**config.mk**
```make
export PLATFORM = sky130hd
export DESIGN_NAME = imem_fetch_ctrl
export DESIGN_NICKNAME = d
export VERILOG_FILES = /design/src/rtl/core_pkg.sv /design/src/rtl/imem_fetch_ctrl_fifo.sv /design/src/rtl/imem_fetch_ctrl.sv
export SDC_FILE = /design/constraint.sdc
export NUM_CORES = 1
export LEC_CHECK = 0
export ABC_AREA = 1
export CORE_MARGIN = 2
export CORE_UTILIZATION = 51
export CTS_BUF_LIST = sky130_fd_sc_hd__clkbuf_4
export CTS_CLUSTER_SIZE = 12
export DETAILED_ROUTE_END_ITERATION = 8
export PLACE_DENSITY_LB_ADDON = 0.08
export SETUP_SLACK_MARGIN = 0.3
export SLEW_MARGIN = 0
export SYNTH_ARGS = -nofsm -noshare
export SYNTH_HDL_FRONTEND = slang
export SYNTH_SLANG_ARGS = --single-unit
export TNS_END_PERCENT = 20
```
**constraint.sdc**
```tcl
create_clock -name clk -period 5.85 [get_ports clk]
set_input_delay 1.17 -clock clk [delete_from_list [all_inputs] [get_ports clk]]
set_output_delay 1.17 -clock clk [all_outputs]
set_load 0.1 [all_outputs]
```
**src/rtl/core_pkg.sv**
```systemverilog
`default_nettype none
// ---------------------------------------------------------------------------
// core_pkg: shared core widths and the fetch-pair record.   Rev 1.0
// ---------------------------------------------------------------------------
package core_pkg;

  localparam int XLEN             = 32;
  localparam int FETCH_WIDTH      = 2;
  localparam int IMEM_LATENCY     = 1;
  localparam int FETCH_PAIR_BYTES = 8;

  typedef struct packed {
    logic [XLEN-1:0] pc;
    logic [XLEN-1:0] instr0;
    logic [XLEN-1:0] instr1;
  } fetch_pair_t;

endpackage
`default_nettype wire

```
**src/rtl/imem_fetch_ctrl_fifo.sv**
```systemverilog
`default_nettype none
// ---------------------------------------------------------------------------
// fetch_pair_fifo: synchronous FIFO of fetch pairs; flush beats push/pop.   Rev 1.0
// ---------------------------------------------------------------------------
module fetch_pair_fifo
  import core_pkg::*;
#(
  parameter int DEPTH = 4
) (
  input  logic                     clk,
  input  logic                     reset,
  input  logic                     push,
  input  fetch_pair_t              push_data,
  input  logic                     pop,
  input  logic                     flush,
  output fetch_pair_t              head,
  output logic [$clog2(DEPTH):0]   count,
  output logic                     full,
  output logic                     empty
);

  localparam int AW = $clog2(DEPTH);

  fetch_pair_t     mem [DEPTH];
  logic [AW-1:0]   wr_ptr;
  logic [AW-1:0]   rd_ptr;
  logic            do_push;
  logic            do_pop;

  assign full    = (count == (AW+1)'(DEPTH));
  assign empty   = (count == '0);
  assign do_push = push & ~full;
  assign do_pop  = pop & ~empty;
  assign head    = mem[rd_ptr];

  always_ff @(posedge clk or negedge reset) begin
    if (!reset) begin
      wr_ptr <= '0;
      rd_ptr <= '0;
      count  <= '0;
    end else if (flush) begin
      wr_ptr <= '0;
      rd_ptr <= '0;
      count  <= '0;
    end else begin
      if (do_push) wr_ptr <= wr_ptr + AW'(1);
      if (do_pop)  rd_ptr <= rd_ptr + AW'(1);
      case ({do_push, do_pop})
        2'b10:   count <= count + (AW+1)'(1);
        2'b01:   count <= count - (AW+1)'(1);
        default: count <= count;
      endcase
    end
  end

  // Storage needs no reset: entries are only observed while count is nonzero.
  always_ff @(posedge clk) begin
    if (do_push && !flush) mem[wr_ptr] <= push_data;
  end

endmodule
`default_nettype wire

```
**src/rtl/imem_fetch_ctrl.sv**
```systemverilog
`default_nettype none
// ---------------------------------------------------------------------------
// imem_fetch_ctrl: paired imem request sequencer with epoch-tagged response
// filtering and a credit-managed fetch-pair queue.   Rev 1.0
// ---------------------------------------------------------------------------
module imem_fetch_ctrl #(
  parameter int               XLEN      = core_pkg::XLEN,
  parameter int               FETCH_W   = core_pkg::FETCH_WIDTH,
  parameter logic [XLEN-1:0]  RESET_PC  = 32'h0000_0000,
  parameter int               BUF_DEPTH = 4
) (
  input  logic                          clk,
  input  logic                          reset,
  input  logic                          fetch_en,
  input  logic                          stall,
  input  logic                          redirect_en,
  input  logic [XLEN-1:0]               redirect_pc,
  output logic                          imem_ren,
  output logic [XLEN-1:0]               imem_addr0,
  output logic [XLEN-1:0]               imem_addr1,
  input  logic                          imem_valid,
  input  logic [XLEN-1:0]               imem_rdata0,
  input  logic [XLEN-1:0]               imem_rdata1,
  output logic [FETCH_W-1:0]            if_valid,
  output logic [FETCH_W-1:0][XLEN-1:0]  if_pc,
  output logic [FETCH_W-1:0][XLEN-1:0]  if_instr,
  output logic [$clog2(BUF_DEPTH):0]    occupancy,
  output logic                          proto_err
);

  import core_pkg::*;

  localparam int CW = $clog2(BUF_DEPTH) + 1;

  logic [XLEN-1:0] pc;
  logic [XLEN-1:0] infl_pc;
  logic            epoch;
  logic            infl_epoch;
  logic            inflight;

  logic [CW-1:0]   count;
  logic            full;
  logic            empty;
  fetch_pair_t     head;
  fetch_pair_t     push_data;

  logic [CW:0]     used;
  logic            credit_ok;
  logic            issue;
  logic            push;
  logic            pop;

  // The in-flight request reserves a slot so its response can never overrun.
  assign used      = {1'b0, count} + {{CW{1'b0}}, inflight};
  assign credit_ok = (used < (CW+1)'(BUF_DEPTH));
  assign issue     = fetch_en & ~redirect_en & credit_ok;

  assign imem_ren   = issue;
  assign imem_addr0 = pc;
  assign imem_addr1 = pc + XLEN'(4);

  assign push = imem_valid & inflight & (infl_epoch == epoch) & ~redirect_en & ~full;
  assign pop  = ~empty & ~stall & ~redirect_en;

  assign push_data = '{pc: infl_pc, instr0: imem_rdata0, instr1: imem_rdata1};

  always_ff @(posedge clk or negedge reset) begin
    if (!reset) begin
      pc         <= RESET_PC;
      epoch      <= 1'b0;
      inflight   <= 1'b0;
      infl_pc    <= '0;
      infl_epoch <= 1'b0;
      proto_err  <= 1'b0;
    end else begin
      inflight <= issue;
      if (issue) begin
        infl_pc    <= pc;
        infl_epoch <= epoch;
      end
      if (redirect_en) begin
        pc    <= {redirect_pc[XLEN-1:2], 2'b00};
        epoch <= ~epoch;
      end else if (issue) begin
        pc <= pc + XLEN'(FETCH_PAIR_BYTES);
      end
      if (imem_valid && !inflight) proto_err <= 1'b1;
    end
  end

  fetch_pair_fifo #(
    .DEPTH (BUF_DEPTH)
  ) u_fifo (
    .clk       (clk),
    .reset     (reset),
    .push      (push),
    .push_data (push_data),
    .pop       (pop),
    .flush     (redirect_en),
    .head      (head),
    .count     (count),
    .full      (full),
    .empty     (empty)
  );

  assign occupancy   = count;
  assign if_valid    = {FETCH_W{~empty}};
  assign if_pc[0]    = empty ? '0 : head.pc;
  assign if_pc[1]    = empty ? '0 : head.pc + XLEN'(4);
  assign if_instr[0] = empty ? '0 : head.instr0;
  assign if_instr[1] = empty ? '0 : head.instr1;

endmodule
`default_nettype wire

```
Word-level counts from Yosys, hierarchy flattened
Memories as Yosys holds them, arrays and structs flattened.
Index checks and enable logic that the tools add are counted.
{"block": "classes", "addsub": 8, "order_cmp": 1, "eq_ne": 4, "mux": 14, "bitwise_logic": 15, "n_reduce_logical": 9}
{"cell": "$mux 32", "n": 6}
{"cell": "$add 32x3->32 const B", "n": 2}
{"cell": "$add 32x4->32 const B", "n": 1}
{"cell": "$and 1x1->1", "n": 10}
{"cell": "$mux 2", "n": 4}
{"cell": "$pmux 3 s2", "n": 1}
{"cell": "$reduce_bool 2->1", "n": 3}
{"cell": "$not 1->1", "n": 5}
{"cell": "$add 2x1->2 const B", "n": 2}
{"cell": "$add 3x1->4", "n": 1}
{"cell": "$lt 4x3->1 const B", "n": 1}
{"cell": "$add 3x1->3 const B", "n": 1}
{"cell": "$eq 3x3->1 const B", "n": 1}
{"cell": "$logic_not 3->1", "n": 1}
{"cell": "$mux 3", "n": 1}
{"cell": "$reduce_bool 3->1", "n": 1}
{"cell": "$sub 3x1->3 const B", "n": 1}
{"cell": "$eq 2x1->1 const B", "n": 1}
{"cell": "$eq 2x2->1 const B", "n": 1}
{"cell": "$logic_and 1x1->1", "n": 2}
{"cell": "$logic_not 1->1", "n": 2}
{"cell": "$mux 1", "n": 2}
{"cell": "$eq 1x1->1", "n": 1}
{"block": "totals", "ff_bits": 75, "mem_bits_rw": 384, "out_inout_bits": 199, "wordCells": 61, "n_memories": 1}
{"memory": "u_fifo.mem", "words": 4, "width": 96, "read_ports": 1, "rd_ports_with_merged_regs": 0, "wr": 1, "line_no": "imem_fetch_ctrl_fifo.sv:24", "rtl": "fetch_pair_t mem [DEPTH];"}

Logic depth before layout (Yosys ltp)
Gate-level depths: netlist of the first run.
{"block": "depth", "word_depth": 8, "ltp_mapped": 17}

Modules after synthesis
A second synthesis of the first run with hierarchy kept.
{"block": "unflattened", "hier_cells": 1965, "hier_area_um2": 20294.5}
{"mod": "fetch_pair_fifo", "n_inst": 1, "cells_each": 997, "area_per_inst_um2": 14626.5, "seq_area_each_um2": 11706.2}
{"mod": "imem_fetch_ctrl", "n_inst": 1, "cells_each": 968, "area_per_inst_um2": 5667.9, "seq_area_each_um2": 1601.5}

Least setup slack after synthesis of the first run
OpenSTA, ideal clock, no wires.
{"block": "synth_path", "path_type": "input to register", "from": "in redirect_en", "to": "mem u_fifo.mem[0][0] (netlist bit) (enable)", "setup_ns": 0.548, "arrival_time_ns": 5.553, "path_slack_ns": -0.251, "path_stages": 4, "n_path_buf": 1, "cell_sequence": "buf_2 -> nor2_1 -> nand3_1 -> nor2_1"}
{"block": "synth_via", "elab_chain_len": 7, "word_cells_on_any_way": 8, "cone_classes": "mux: 2; bitwise: 4; reduce/logical: 2"}
{"item": "start: declaration", "line_no": "imem_fetch_ctrl.sv:16", "rtl": "input logic redirect_en,"}
{"item": "$not 1->1", "line_no": "imem_fetch_ctrl.sv:62", "rtl": "assign push = imem_valid & inflight & (infl_epoch == epoch) & ~redirect_en & ~full;"}
{"item": "$and 1x1->1 (2 in series)", "line_no": "imem_fetch_ctrl.sv:62"}
{"item": "$and 1x1->1", "line_no": "imem_fetch_ctrl_fifo.sv:32", "rtl": "assign do_push = push & ~full;"}
{"item": "$logic_and 1x1->1 *", "line_no": "imem_fetch_ctrl_fifo.sv:58", "rtl": "if (do_push && !flush) mem[wr_ptr] <= push_data;"}
{"item": "$mux 1 *", "line_no": "imem_fetch_ctrl_fifo.sv:58"}
{"item": "$mux 1 (not written as such) *", "line_no": "imem_fetch_ctrl_fifo.sv:58"}
{"item": "end: declaration", "line_no": "imem_fetch_ctrl_fifo.sv:24"}
Every way passes the cells marked *; elsewhere a longest branch is shown, timed or not.

Worst setup path in the final report of the first run
{"block": "layout_path", "from": "reg pc[2], in the netlist imem_addr0[2]", "to": "out imem_addr1[28]"}
{"block": "layout_via", "elab_chain_len": 1}
{"item": "start: declaration", "line_no": "imem_fetch_ctrl.sv:35", "rtl": "logic [XLEN-1:0] pc;"}
{"item": "start signal: assignment", "line_no": "imem_fetch_ctrl.sv:82", "rtl": "pc <= {redirect_pc[XLEN-1:2], 2'b00};"}
{"item": "start signal: assignment", "line_no": "imem_fetch_ctrl.sv:85", "rtl": "pc <= pc + XLEN'(FETCH_PAIR_BYTES);"}
{"item": "$add 32x3->32", "line_no": "imem_fetch_ctrl.sv:60", "rtl": "assign imem_addr1 = pc + XLEN'(4);"}
{"item": "end: declaration", "line_no": "imem_fetch_ctrl.sv:20", "rtl": "output logic [XLEN-1:0] imem_addr1,"}
No other way between the ends.

==> out/qor_table.md, run 1 <==
| Item | Reported | Unit |
| --- | --- | --- |
| Outcome | finished, final reports clean | - |
| Cell type of the slowest stage on the worst timing path | clkdlybuf4s50_1 | - |
| Boundary Pins | 301 | - |
| Reg2Reg Setup Slack | 3100 | ps |
| Category of the worst setup path launch point | flop | - |
| Synth Area in Compound Gates | 0.07923 | - |
| Netlist cell types | 39 | - |
| Total placed instance area | 23170 | µm² |
| Die boundary width | 202.7 | µm |
| Gpl congestion | 0.8914 | - |
| Share of cells above drive strength 1 | 0.1376 | - |
| Global-route wire length before repair | 79.34 | mm |
| Most frequently used cell type in the post-synthesis netlist | nand2_1 | - |
| Final net count | 2446 | - |
| Termination of the worst setup path | imem_addr1[28] | - |
| Crit Path Max Fanout | 10 | - |
| Post-synth top cells | 465 x nand2_1, 394 x nor2_1, 376 x edfxtp_1 | - |
| Clock transition at the registers of the reported paths | 70 | ps |
| Critical path, cell by cell | ha_1, nand3_1, nor2_1, nand2_1, nor2_1, nand2_1, nor2_1, nand2_1, xor2_1, clkdlybuf4s50_1 | - |
| Clock root buffer | clkbuf_4 | - |
| Post-synthesis share of cell area spent on and, or, nand and nor gates | 0.1975 | - |
| Worst path required time | 4680 | ps |
| Adder-cell share of the synthesized area | 0.005344 | - |
| Delay of the slowest critical-path stage | 1160 | ps |
| Highest attainable clock frequency | 190.2 | MHz |
| Post-synth design cell area | 20140 | µm² |
| Headroom to the max-slew limit | 0.3166 | - |
| Share of the yosys chip area belonging to registers | 0.6490 | - |
| Via count | 15297 | - |
| Synthesized instance count | 2015 | - |
| Skew-Pair Late Insertion Delay | 800 | ps |
| Worst Setup SP | imem_addr0[2]$_DFFE_PN0P_ | - |
| Wire length reported by the detailed router | 51.10 | mm |
| Overall Global Routing Usage | 0.2474 | - |
| Number of antenna violations at the first check in global routing | 1 | - |
| Port bufs | 290 | - |
| Maximum clock skew at final layout | 54.13 | ps |
| Multiplexer fraction of the synthesized cell area | 0 | - |
| Number of storage elements in the synthesis netlist | 447 | - |
| Layout-stage area growth over the synthesis result | 21.84 | % |
| Leading post-synthesis cells by cell area | edfxtp_1 56%, dfrtp_1 8.8%, nand2_1 8.7% | - |
| Share of the clock period used by the worst path after layout | 0.8989 | - |
| Crit path capture type | output pin | - |
| Crit Reg-Reg Endpoint | u_fifo.mem[3][41]$_DFFE_PP_ | - |
| Total count of hold-check failures in the final report | 0 | - |
| Number of enable flip-flop cells after synthesis | 376 | - |
| Count of endpoints failing setup in the final report | 0 | - |
| Maximum number of pins on one net before global-route repair | 109 | - |
| Post-CTS Hold Buffers | 0 | - |
| Overall overflow remaining after global route | 0 | - |
| Detail-routed net length per standard cell | 17.43 | µm |
| Initial standard-cell utilization of the core | 0.5186 | - |
| Class of the most critical setup path | reg -> out | - |
| Clock buffer count from CTS | 108 | - |
| Drt via density | 5.219 | - |
| H-tree depth | 3 | - |
| RR Startpoint | u_fifo.count[0]$_DFFE_PN0P_ | - |
| Primary flip-flop cell chosen by synthesis mapping | edfxtp_1 | - |
| Vias in the first global route | 14759 | - |
| Xor/xnor share of the synthesized area | 0.02088 | - |
| Detailed-routing iteration count for the pre-antenna-repair pass | 5 | - |
| DRT antenna net count | 0 | - |
| Number of pins with negative max-slew slack in the final report | 0 | - |
| Proportion of netlist area held by the largest area contributor | 0.5607 | - |
| Cell area after layout | 24530 | µm² |
| Sum of net half-perimeters after detailed placement | 31.51 | mm |
| Clock tree from TritonCTS | done | - |
| Hold WC Path Type | in -> async | - |
| Total number of placement rows | 72 | - |
| Die Footprint | 41090 | µm² |
| Clock period minus final worst setup slack | 5258 | ps |
| Number of warnings printed during yosys synthesis | 0 | - |
| Library cell with the largest summed area after synthesis | edfxtp_1 | - |
| Combinational family with the most area after synthesis | simple AND/OR/NAND/NOR gates | - |
| Vertical die dimension | 202.7 | µm |
| CP arrival | 4090 | ps |
| Num Clock Sinks | 447 | - |
| Synthesized area per cell | 9.993 | µm² |
| Setup repair after global routing missed its margin | no | - |
| Final routed DRC violation total | 0 | - |
| Max Cap Viol | 0 | - |
| Core area | 38830 | µm² |
| First DRT Iteration DRCs | 1010 | - |
| Worst-Margin Slew | 1022 | ps |
| Number of buffers on the longest clock path | 3 | - |
| Count of cells along the worst register-to-register path | 5 | - |
| Fraction of synthesis flops using an asynchronous set or reset pin | 0.1588 | - |
-- through the flow --
stage	setup TNS (ps)	cells	utilization	hold WS, ps	worst slack (ps)
2_1_floorplan	-94270	2022	-	449.6	-250.7
3_3_place_gp	0	2743	0.5968	474.2	1408
3_5_place_dp	0	2743	0.5968	464.6	1340
4_1_cts	0	2929	0.6310	281.3	430.0
5_1_grt	0	2931	0.6319	311.1	305.4
6_report	0	2931	0.6319	327.9	591.5
-- metal layers --
metal  vias to the layer above  part of all wire  GRT usage
met4                         0             0.022    0.09202
met2                       598              0.47     0.3896
li1                       7491                 -          -
met1                      7139              0.44     0.3476
met3                        69             0.067    0.04270
met5                         -                 0          0
-- how the worst min path moves through the flow --
stage | endpoint | start | slack [ps]
after floorplan | proto_err$_DFFE_PN0P_ | inflight$_DFF_PN0_ | 450
after global placement | proto_err$_DFFE_PN0P_ | proto_err$_DFFE_PN0P_ | 470
after detailed placement | proto_err$_DFFE_PN0P_ | proto_err$_DFFE_PN0P_ | 460
after CTS | infl_pc[28]$_DFFE_PN0P_ | reset | 280
after global routing | proto_err$_DFFE_PN0P_ | reset | 310
final | proto_err$_DFFE_PN0P_ | reset | 330
-- final cells by class --
cell class / count / area, µm²
clock buffers: 150 / 1126
clock inverters: 36 / 201.4
diodes: 1 / 2.502
repair buffers: 310 / 2883
fillers: 3218 / 14290
well taps: 518 / 648.1
inverters: 112 / 430.4
multi-input cells: 1357 / 6167
flip-flops and latches: 447 / 13080
-- sequential cells by signal (all words and copies together), names as in the netlist, 2 cells and up --
signal and count:
imem_addr0 30, infl_pc 30, u_fifo.mem 376, u_fifo.count 3, u_fifo.rd_ptr 2, u_fifo.wr_ptr 2
-- worst max-delay path, delay by kind of cell (launching register included) --
| family | cells | cell delay (ps) |
|---|---|---|
| XOR/XNOR | 1 | 180 |
| flip-flops | 1 | 630 |
| AND/OR/NAND/NOR | 7 | 1070 |
| adder cells (fa/ha/maj) | 1 | 260 |
| buffers and inverters | 1 | 1160 |
-- repair_timing --
action / CTS / global route
gates resized for setup: 0 / 4
endpoints found under the setup margin: 0 / 13
setup buffers: 0 / 1
-- layout by cell type (no fill, tap or decap), types with 3 or more instances in the layout --
cell type / n
inv_1: 109
nand4_1: 17
inv_2: 3
xnor2_1: 3
xor2_1: 45
dfrtp_1: 69
o21ai_0: 182
o2111ai_1: 4
nand2_1: 465
clkdlybuf4s50_1: 165
clkinv_2: 3
conb_1: 8
clkbuf_4: 150
nor2_2: 12
buf_4: 131
a21oi_1: 76
nand3_1: 85
edfxtp_1: 376
nor3_1: 13
o21bai_1: 4
clkinv_1: 27
nor2_1: 390
buf_12: 11
o221ai_1: 12
o211ai_1: 8
ha_1: 7
nand2_2: 4
nor2_4: 4
-- kinds of logic (layout without fill, tap and decap cells) --
family	after synthesis	in the layout
DFF	447	447
xor gates and xnor gates	48	48
other	1	9
adders and majority gates	8	8
and+or+nand+nor	997	997
AOI/OAI and AO/OA	296	296
buffers and inverters	218	608
Power of run 1 is left out: the tool's default activity adds up to more than one toggle a clock period on the data nets, which glitch-free logic cannot reach.
==> run 2: changes to the inputs <==
--- a/config.mk
+++ b/config.mk
@@ -12,6 +12,7 @@
 export CTS_CLUSTER_SIZE = 12
 export DETAILED_ROUTE_END_ITERATION = 8
 export PLACE_DENSITY_LB_ADDON = 0.08
+export REMOVE_ABC_BUFFERS = 1
 export SETUP_SLACK_MARGIN = 0.3
 export SLEW_MARGIN = 0
 export SYNTH_ARGS = -nofsm -noshare
==> constraint.sdc (replaced) <==
create_clock -name clk -period 4.49 [get_ports clk]
set_input_delay 0.898 -clock clk [delete_from_list [all_inputs] [get_ports clk]]
set_output_delay 0.898 -clock clk [all_outputs]
set_load 0.1 [all_outputs]
==> run 2 against run 1 <==
Against the previous run: sequential cell count is the same; worst setup slack lost 290 ps; critical path depth is the same; count of clock-buffer cells in the layout grew 9; critical path type unchanged.
==> out/qor_table.md, run 2 (synthesis gave the netlist of run 1 again) <==
| Item | Reported | Unit | vs previous |
| --- | --- | --- | --- |
| Die boundary width | 202.7 | µm | unchanged |
| Maximum number of pins on one net before global-route repair | 109 | - | unchanged |
| Pre-CTS setup slack | 666.9 | ps | was 1340 ps |
| Total placed instance area | 24100 | µm² | was 23170 µm² |
| Max Cap Viol | 0 | - | unchanged |
| Cell type of the slowest stage on the worst timing path | dfrtp_2 | - | was clkdlybuf4s50_1 |
| Commonest non-fill, non-tap cell in the layout | nand2_1 | - | unchanged |
| Clock period minus final worst setup slack | 4188 | ps |  |
| Die Footprint | 41090 | µm² | unchanged |
| Dominant delay contributor by cell family on the critical path | simple AND/OR/NAND/NOR gates | - | was buffers and inverters |
| Initial standard-cell utilization of the core | 0.5186 | - | unchanged |
| Most used cells in the layout excluding fill and tap cells | 456 x nand2_1, 376 x edfxtp_1, 370 x nor2_1 | - | was 465 x nand2_1, 390 x nor2_1, 376 x edfxtp_1 |
| Count of endpoints failing setup in the final report | 0 | - | unchanged |
| Boundary Pins | 301 | - | unchanged |
| Number of buffers and inverters on the critical path | 1 | - | unchanged |
| Detailed-routing iteration count for the pre-antenna-repair pass | 7 | - | was 5 |
| Global-route wire length before repair | 81.91 | mm | was 79.34 mm |
| Clock transition at the registers of the reported paths | 80 | ps | was 70 ps |
| DRT antenna net count | 0 | - | unchanged |
| Register ranked first by flip-flop count | u_fifo.mem | - | unchanged |
| Number of pins with negative max-slew slack in the final report | 0 | - | unchanged |
| Cell repeated most along the worst path | nand2_1 | - |  |
| Number of fill cells | 3050 | - | was 3218 |
| Hold WC Path Type | in -> async | - | unchanged |
| CP arrival | 3290 | ps | was 4090 ps |
| Headroom to the max-slew limit | 0.3268 | - | was 0.3166 |
| Outcome | finished, final reports clean | - | unchanged |
| Skew-Pair Late Insertion Delay | 800 | ps | about the same |
| Maximum clock skew at final layout | 30.53 | ps | was 54.13 ps |
| Final net count | 2478 | - | was 2446 |
| Gpl congestion | 0.9220 | - | was 0.8914 |
| Crit path capture type | output pin | - | unchanged |
| Final routed DRC violation total | 0 | - | unchanged |
| Vias in the first global route | 15622 | - | was 14759 |
| Sum of net half-perimeters after detailed placement | 33.28 | mm | was 31.51 mm |
| Share of the clock period used by the worst path after layout | 0.9327 | - |  |
| Via count | 15709 | - | was 15297 |
| Core area | 38830 | µm² | unchanged |
| Category of the worst setup path launch point | flop | - | unchanged |
| Clock buffer count from CTS | 107 | - | was 108 |
| Class of the most critical setup path | reg -> out | - | unchanged |
| Vertical die dimension | 202.7 | µm | unchanged |
| Port bufs | 290 | - | unchanged |
| Number of buffers on the longest clock path | 3 | - | unchanged |
| Critical path, cell by cell | ha_1, nand3_1, nor2_2, nand2_1, nor2_1, nand2_1, nor2_2, nand2_1, xor2_1, buf_6 | - | was ha_1, nand3_1, nor2_1, nand2_1, nor2_1, nand2_1, nor2_1, nand2_1, xor2_1, clkdlybuf4s50_1 |
| Crit Path Max Fanout | 10 | - | unchanged |
| Num Clock Sinks | 447 | - | unchanged |
| Total count of hold-check failures in the final report | 0 | - | unchanged |
| Total number of placement rows | 72 | - | unchanged |
| Number of antenna violations at the first check in global routing | 2 | - | was 1 |
| Delay of the slowest critical-path stage | 470 | ps | was 1160 ps |
| Number of flip-flops in the largest register | 376 | - | unchanged |
| Wire length reported by the detailed router | 53.48 | mm | was 51.10 mm |
| Setup WS post-layout | 302.3 | ps | was 591.5 ps |
| Highest attainable clock frequency | 238.8 | MHz |  |
| H-tree depth | 3 | - | unchanged |
| Drt via density | 5.280 | - | was 5.219 |
| Clock root buffer | clkbuf_4 | - | unchanged |
| Worst-Margin Slew | 1007 | ps | was 1022 ps |
| Share of cells above drive strength 1 | 0.1804 | - | was 0.1376 |
| Cell area after layout | 26000 | µm² | was 24530 µm² |
| Post-CTS Hold Buffers | 0 | - | unchanged |
| Setup repair after global routing missed its margin | yes | - | was no |
| Worst path required time | 3590 | ps | was 4680 ps |
| Detail-routed net length per standard cell | 17.98 | µm | was 17.43 µm |
| Overall Global Routing Usage | 0.2573 | - | was 0.2474 |
| First DRT Iteration DRCs | 1026 | - | was 1010 |
| Overall overflow remaining after global route | 0 | - | unchanged |
| Clock tree from TritonCTS | done | - | unchanged |
| Layout-stage area growth over the synthesis result | 29.14 | % | was 21.84% |
-- run 2: final cells by class --
| class | count | area [µm²] | share of cell area |
|---|---|---|---|
| antenna | 1 | 2.502 | 0.00009624 |
| inverter | 112 | 445.4 | 0.01713 |
| timing repair inverter | 1 | 8.758 | 0.0003368 |
| tap | 518 | 648.1 | 0.02493 |
| multi-input combinational | 1357 | 6302 | 0.2424 |
| sequential | 447 | 13080 | 0.5030 |
| clock buffer | 159 | 1194 | 0.04590 |
| clock inverter | 38 | 254.0 | 0.009768 |
| timing repair buffer | 342 | 4069 | 0.1565 |
-- run 2: metal layers --
metal | track usage | vias to the layer above | wire (µm)
met4 | 0.1311 | 2 | 1801
met1 | 0.3278 | 7444 | 22190
met3 | 0.05008 | 111 | 3429
met5 | 0 | - | 13
met2 | 0.4217 | 585 | 26050
li1 | - | 7567 | -
-- run 2: final timing paths --
| check | slack (ps) | depth (start not counted) | end | start |
|---|---|---|---|---|
| max | 300 | 10 | imem_addr1[28] | imem_addr0[2]$_DFFE_PN0P_ |
| min | 230 | 1 | imem_addr0[17]$_DFFE_PN0N_ | reset |
| max reg2reg | 1860 | 10 | u_fifo.count[2]$_DFFE_PN0P_ | u_fifo.count[2]$_DFFE_PN0P_ |
| min reg2reg | 460 | 1 | proto_err$_DFFE_PN0P_ | inflight$_DFF_PN0_ |
| max in group asynchronous | 3420 | 2 | infl_pc[25]$_DFFE_PN0P_ | reset |
| min in group clk | 460 | 1 | proto_err$_DFFE_PN0P_ | inflight$_DFF_PN0_ |
-- run 2: metrics by stage --
step                      setup TNS [ps]  hold WS (ps)    util  instances
after floorplan                  -883030         449.6       -       1916
after global placement                 0         464.1  0.6207       2756
after detailed placement               0         469.5  0.6207       2756
after CTS                              0         197.2  0.6631       2959
after global routing                   0         244.0  0.6697       2975
final                                  0         229.9  0.6697       2975
-- run 2: timing repair --
action / in CTS / in global routing
gates resized for setup: 30 / 41
setup endpoints to repair: 29 / 30
hold endpoints to repair: 0 / 0
gates cloned: 1 / 2
buffers inserted: 5 / 13
pin swaps: 0 / 7
Power of run 2 is left out for the same reason.
==> run 3: changes to the inputs <==
--- a/config.mk
+++ b/config.mk
@@ -6,7 +6,6 @@
 export NUM_CORES = 1
 export LEC_CHECK = 0
 export ABC_AREA = 1
-export CORE_MARGIN = 2
 export CORE_UTILIZATION = 51
 export CTS_BUF_LIST = sky130_fd_sc_hd__clkbuf_4
 export CTS_CLUSTER_SIZE = 12
@@ -17,5 +16,6 @@
 export SLEW_MARGIN = 0
 export SYNTH_ARGS = -nofsm -noshare
 export SYNTH_HDL_FRONTEND = slang
+export SYNTH_HIERARCHICAL = 1
 export SYNTH_SLANG_ARGS = --single-unit
 export TNS_END_PERCENT = 20
==> run 3 against run 2 <==
Against the previous run: count of clock-buffer cells in the layout increased by 2; hold slack worse by 39 ps; cell area is 1.1% higher; first-iteration DRC count grew 5.3%; maximum frequency rose by 1.3%; critical path type unchanged.
==> out/qor_table.md, run 3 <==
| Item | Reported | Unit | vs previous |
| --- | --- | --- | --- |
| Outcome | finished, final reports clean | - | unchanged |
| Commonest non-fill, non-tap cell in the layout | nor2_1 | - | was nand2_1 |
| Number of storage elements in the synthesis netlist | 455 | - | was 447 |
| Number of antenna violations at the first check in global routing | 3 | - | was 2 |
| RR Startpoint | u_fifo/count[2]$_DFFE_PN0P_ | - | was u_fifo.count[2]$_DFFE_PN0P_ |
| Most used cells in the layout excluding fill and tap cells | 389 x nor2_1, 384 x edfxtp_1, 257 x nand2_1 | - | was 456 x nand2_1, 376 x edfxtp_1, 370 x nor2_1 |
| Power Density | 588.1 | nW/µm² |  |
| Clock buffer count from CTS | 110 | - | was 107 |
| Maximum number of pins on one net before global-route repair | 88 | - | was 109 |
| Detail-routed net length per standard cell | 18.28 | µm | was 17.98 µm |
| Combinational family with the most area after synthesis | simple AND/OR/NAND/NOR gates | - | unchanged |
| Synthesized area per cell | 10.33 | µm² | was 9.993 µm² |
| Final net count | 2444 | - | was 2478 |
| Post-synthesis share of cell area spent on and, or, nand and nor gates | 0.1691 | - | was 0.1975 |
| Post-CTS Hold Buffers | 0 | - | unchanged |
| Share of the yosys chip area belonging to registers | 0.6557 | - | was 0.6490 |
| Worst path required time | 3590 | ps | about the same |
| Synth Area in Compound Gates | 0.09716 | - | was 0.07923 |
| Die Footprint | 40590 | µm² | was 41090 µm² |
| Overall Global Routing Usage | 0.2650 | - | was 0.2573 |
| Netlist cell types | 37 | - | was 39 |
| Total number of placement rows | 72 | - | unchanged |
| Worst-Margin Slew | 994.6 | ps | was 1007 ps |
| Xor/xnor share of the synthesized area | 0.01424 | - | was 0.02088 |
| Sum of net half-perimeters after detailed placement | 32.99 | mm | was 33.28 mm |
| Total placed instance area | 24150 | µm² | was 24100 µm² |
| Global-route wire length before repair | 83.70 | mm | was 81.91 mm |
| Crit Path Max Fanout | 28 | - | was 10 |
| Core area | 38920 | µm² | was 38830 µm² |
| Category of the worst setup path launch point | flop | - | unchanged |
| Layout-stage area growth over the synthesis result | 29.56 | % | was 29.14% |
| Number of buffers on the longest clock path | 3 | - | unchanged |
| Fraction of synthesis flops using an asynchronous set or reset pin | 0.1560 | - | was 0.1588 |
| Number of warnings printed during yosys synthesis | 6 | - | was 0 |
| Leakage power figure | 0.01040 | µW |  |
| Leading post-synthesis cells by cell area | edfxtp_1 57%, dfrtp_1 8.8%, nor2_1 7.8% | - | was edfxtp_1 56%, dfrtp_1 8.8%, nand2_1 8.7% |
| Finished Core Util | 0.6756 | - | was 0.6697 |
| Non-filler instance count after layout | 2944 | - | was 2975 |
| Post-synth design cell area | 20290 | µm² | was 20140 µm² |
| Synthesized instance count | 1965 | - | was 2015 |
| Via count | 15782 | - | was 15709 |
| Most frequently used cell type in the post-synthesis netlist | nor2_1 | - | was nand2_1 |
| Wire length reported by the detailed router | 53.83 | mm | was 53.48 mm |
| Class of the most critical setup path | reg -> out | - | unchanged |
| Count of endpoints failing setup in the final report | 0 | - | unchanged |
| Hold WC Path Type | in -> async | - | unchanged |
| Initial standard-cell utilization of the core | 0.5215 | - | was 0.5186 |
| Crit path capture type | output pin | - | unchanged |
| CP arrival | 3240 | ps | was 3290 ps |
| Total count of hold-check failures in the final report | 0 | - | unchanged |
| Port bufs | 294 | - | was 290 |
| Placed cell count | 2714 | - | was 2756 |
| Number of fill cells | 2979 | - | was 3050 |
| Number of enable flip-flop cells after synthesis | 384 | - | was 376 |
| Drt via density | 5.361 | - | was 5.280 |
| Maximum clock skew at final layout | 85.98 | ps | was 30.53 ps |
| Clock root buffer | clkbuf_4 | - | unchanged |
| DRT antenna net count | 0 | - | unchanged |
| Gpl congestion | 0.9909 | - | was 0.9220 |
| Vias in the first global route | 15728 | - | was 15622 |
| Die boundary width | 201.5 | µm | was 202.7 µm |
| Primary flip-flop cell chosen by synthesis mapping | edfxtp_1 | - | unchanged |
| Cell area after layout | 26290 | µm² | was 26000 µm² |
| IR drop worst, VDD | 359.2 | µV |  |
| Highest attainable clock frequency | 241.9 | MHz | was 238.8 MHz |
| First DRT Iteration DRCs | 1080 | - | was 1026 |
| Clock tree from TritonCTS | done | - | unchanged |
| Pre-CTS setup slack | 507.7 | ps | was 666.9 ps |
| Max Cap Viol | 0 | - | unchanged |
| Headroom to the max-slew limit | 0.3358 | - | was 0.3268 |
| Post-synth top cells | 423 x nor2_1, 384 x edfxtp_1, 264 x nand2_1 | - | was 465 x nand2_1, 394 x nor2_1, 376 x edfxtp_1 |
| Clock transition at the registers of the reported paths | 70 | ps | was 80 ps |
| Boundary Pins | 301 | - | unchanged |
| H-tree depth | 3 | - | unchanged |
| Proportion of netlist area held by the largest area contributor | 0.5682 | - | was 0.5607 |
| Detailed-routing iteration count for the pre-antenna-repair pass | 7 | - | unchanged |
| Setup repair after global routing missed its margin | yes | - | unchanged |
| Multiplexer fraction of the synthesized cell area | 0 | - | unchanged |
| Library cell with the largest summed area after synthesis | edfxtp_1 | - | unchanged |
| Setup WS post-layout | 356.3 | ps | was 302.3 ps |
| Worst Setup SP | u_fifo/rd_ptr[1]$_DFFE_PN0P_ | - | was imem_addr0[2]$_DFFE_PN0P_ |
| Total power | 15460 | µW |  |
| Adder-cell share of the synthesized area | 0.005302 | - | was 0.005344 |
| Register ranked first by flip-flop count | u_fifo/mem | - | was u_fifo.mem |
| Clock period minus final worst setup slack | 4134 | ps | was 4188 ps |
| Skew-Pair Late Insertion Delay | 820 | ps | was 800 ps |
| Final routed DRC violation total | 0 | - | unchanged |
| Number of pins with negative max-slew slack in the final report | 0 | - | unchanged |
| Vertical die dimension | 201.5 | µm | was 202.7 µm |
| Share of cells above drive strength 1 | 0.2091 | - | was 0.1804 |
| Overall overflow remaining after global route | 0 | - | unchanged |
| Share of the clock period used by the worst path after layout | 0.9206 | - | was 0.9327 |
| Number of flip-flops in the largest register | 384 | - | was 376 |
| Num Clock Sinks | 455 | - | was 447 |
==> run 3: where the power goes <==
part | switching [µW] | total, µW | internal (µW)
Clock | 1600 | 3370 | 1770
Sequential | 241 | 5060 | 4820
Combinational | 5340 | 7030 | 1700
==> run 3: per-stage QoR <==
| stage | TNS [ps] | hold WS (ps) |
|---|---|---|
| final | 0 | 191.0 |
| after detailed placement | 0 | 480.3 |
| after CTS | 0 | 155.1 |
| after floorplan | -1096810 | 449.2 |
| after global placement | 0 | 463.7 |
| after global routing | 0 | 202.8 |
==> run 3: metal layers <==
metal  GRT usage  part of all wire  vias to the layer above  wire (µm)
met1      0.3348              0.41                     7592      22010
met5           0           0.00041                        -         22
met2      0.4470              0.49                      609      26610
met4      0.1134             0.027                        4       1455
li1            -                 -                     7489          -
met3     0.04972             0.069                       88       3722
==> run 3: path summary, 6_finish.rpt <==
check	endpoint	slack, ps	cells after the start
setup reg to reg	u_fifo/mem[3][60]$_DFFE_PP_	1420	8
hold reg to reg	proto_err$_DFFE_PN0P_	480	1
setup / recovery	if_pc[52]	360	13
min in group clk	proto_err$_DFFE_PN0P_	480	1
max in group asynchronous	u_fifo/count[1]$_DFFE_PN0P_	3290	2
hold / removal	infl_pc[12]$_DFFE_PN0P_	190	1
==> run 3: timing repair <==
action                                  4_1_cts  5_1_grt
buffers inserted                              5       16
pin swaps                                    11       28
gates resized for setup                      54       50
endpoints found under the setup margin       96       60
gates cloned                                  4        1
==> run 3: layout make-up <==
type | instances | area [µm²] | area share
Antenna cell | 1 | 2.502 | 0.00009517
Multi-Input combinational cell | 1238 | 6203 | 0.2359
Sequential cell | 455 | 13310 | 0.5063
Timing Repair inverter | 3 | 47.55 | 0.001808
Clock inverter | 42 | 234.0 | 0.008899
Inverter | 182 | 723.2 | 0.02751
Clock buffer | 161 | 1209 | 0.04597
Timing Repair Buffer | 344 | 3913 | 0.1488
Tap cell | 518 | 648.1 | 0.02465
==> run 3: kinds of logic (layout without fill, tap and decap cells) <==
kind of cell	count (synthesis)	in the layout
AND/OR/NAND/NOR	820	820
adder cells (fa/ha/maj)	8	8
other	1	13
XOR/XNOR	33	33
AO/OA/AOI/OAI	365	365
flip-flops	455	455
buffers and inverters	283	732
==> run 3: critical path, cell delays in order (launching register included) <==
cell and delay [ps]:
dfrtp_2 460, buf_12 210, o21ai_0 130, o22ai_2 260
ha_2 280, nand2_2 90, nor2_4 150, nand2_4 80
nor2_4 160, nand3_2 100, nand2_2 70, nand2_1 60
nor2_2 160, buf_12 190
Note: power is estimated with default switching activity, not from simulation.
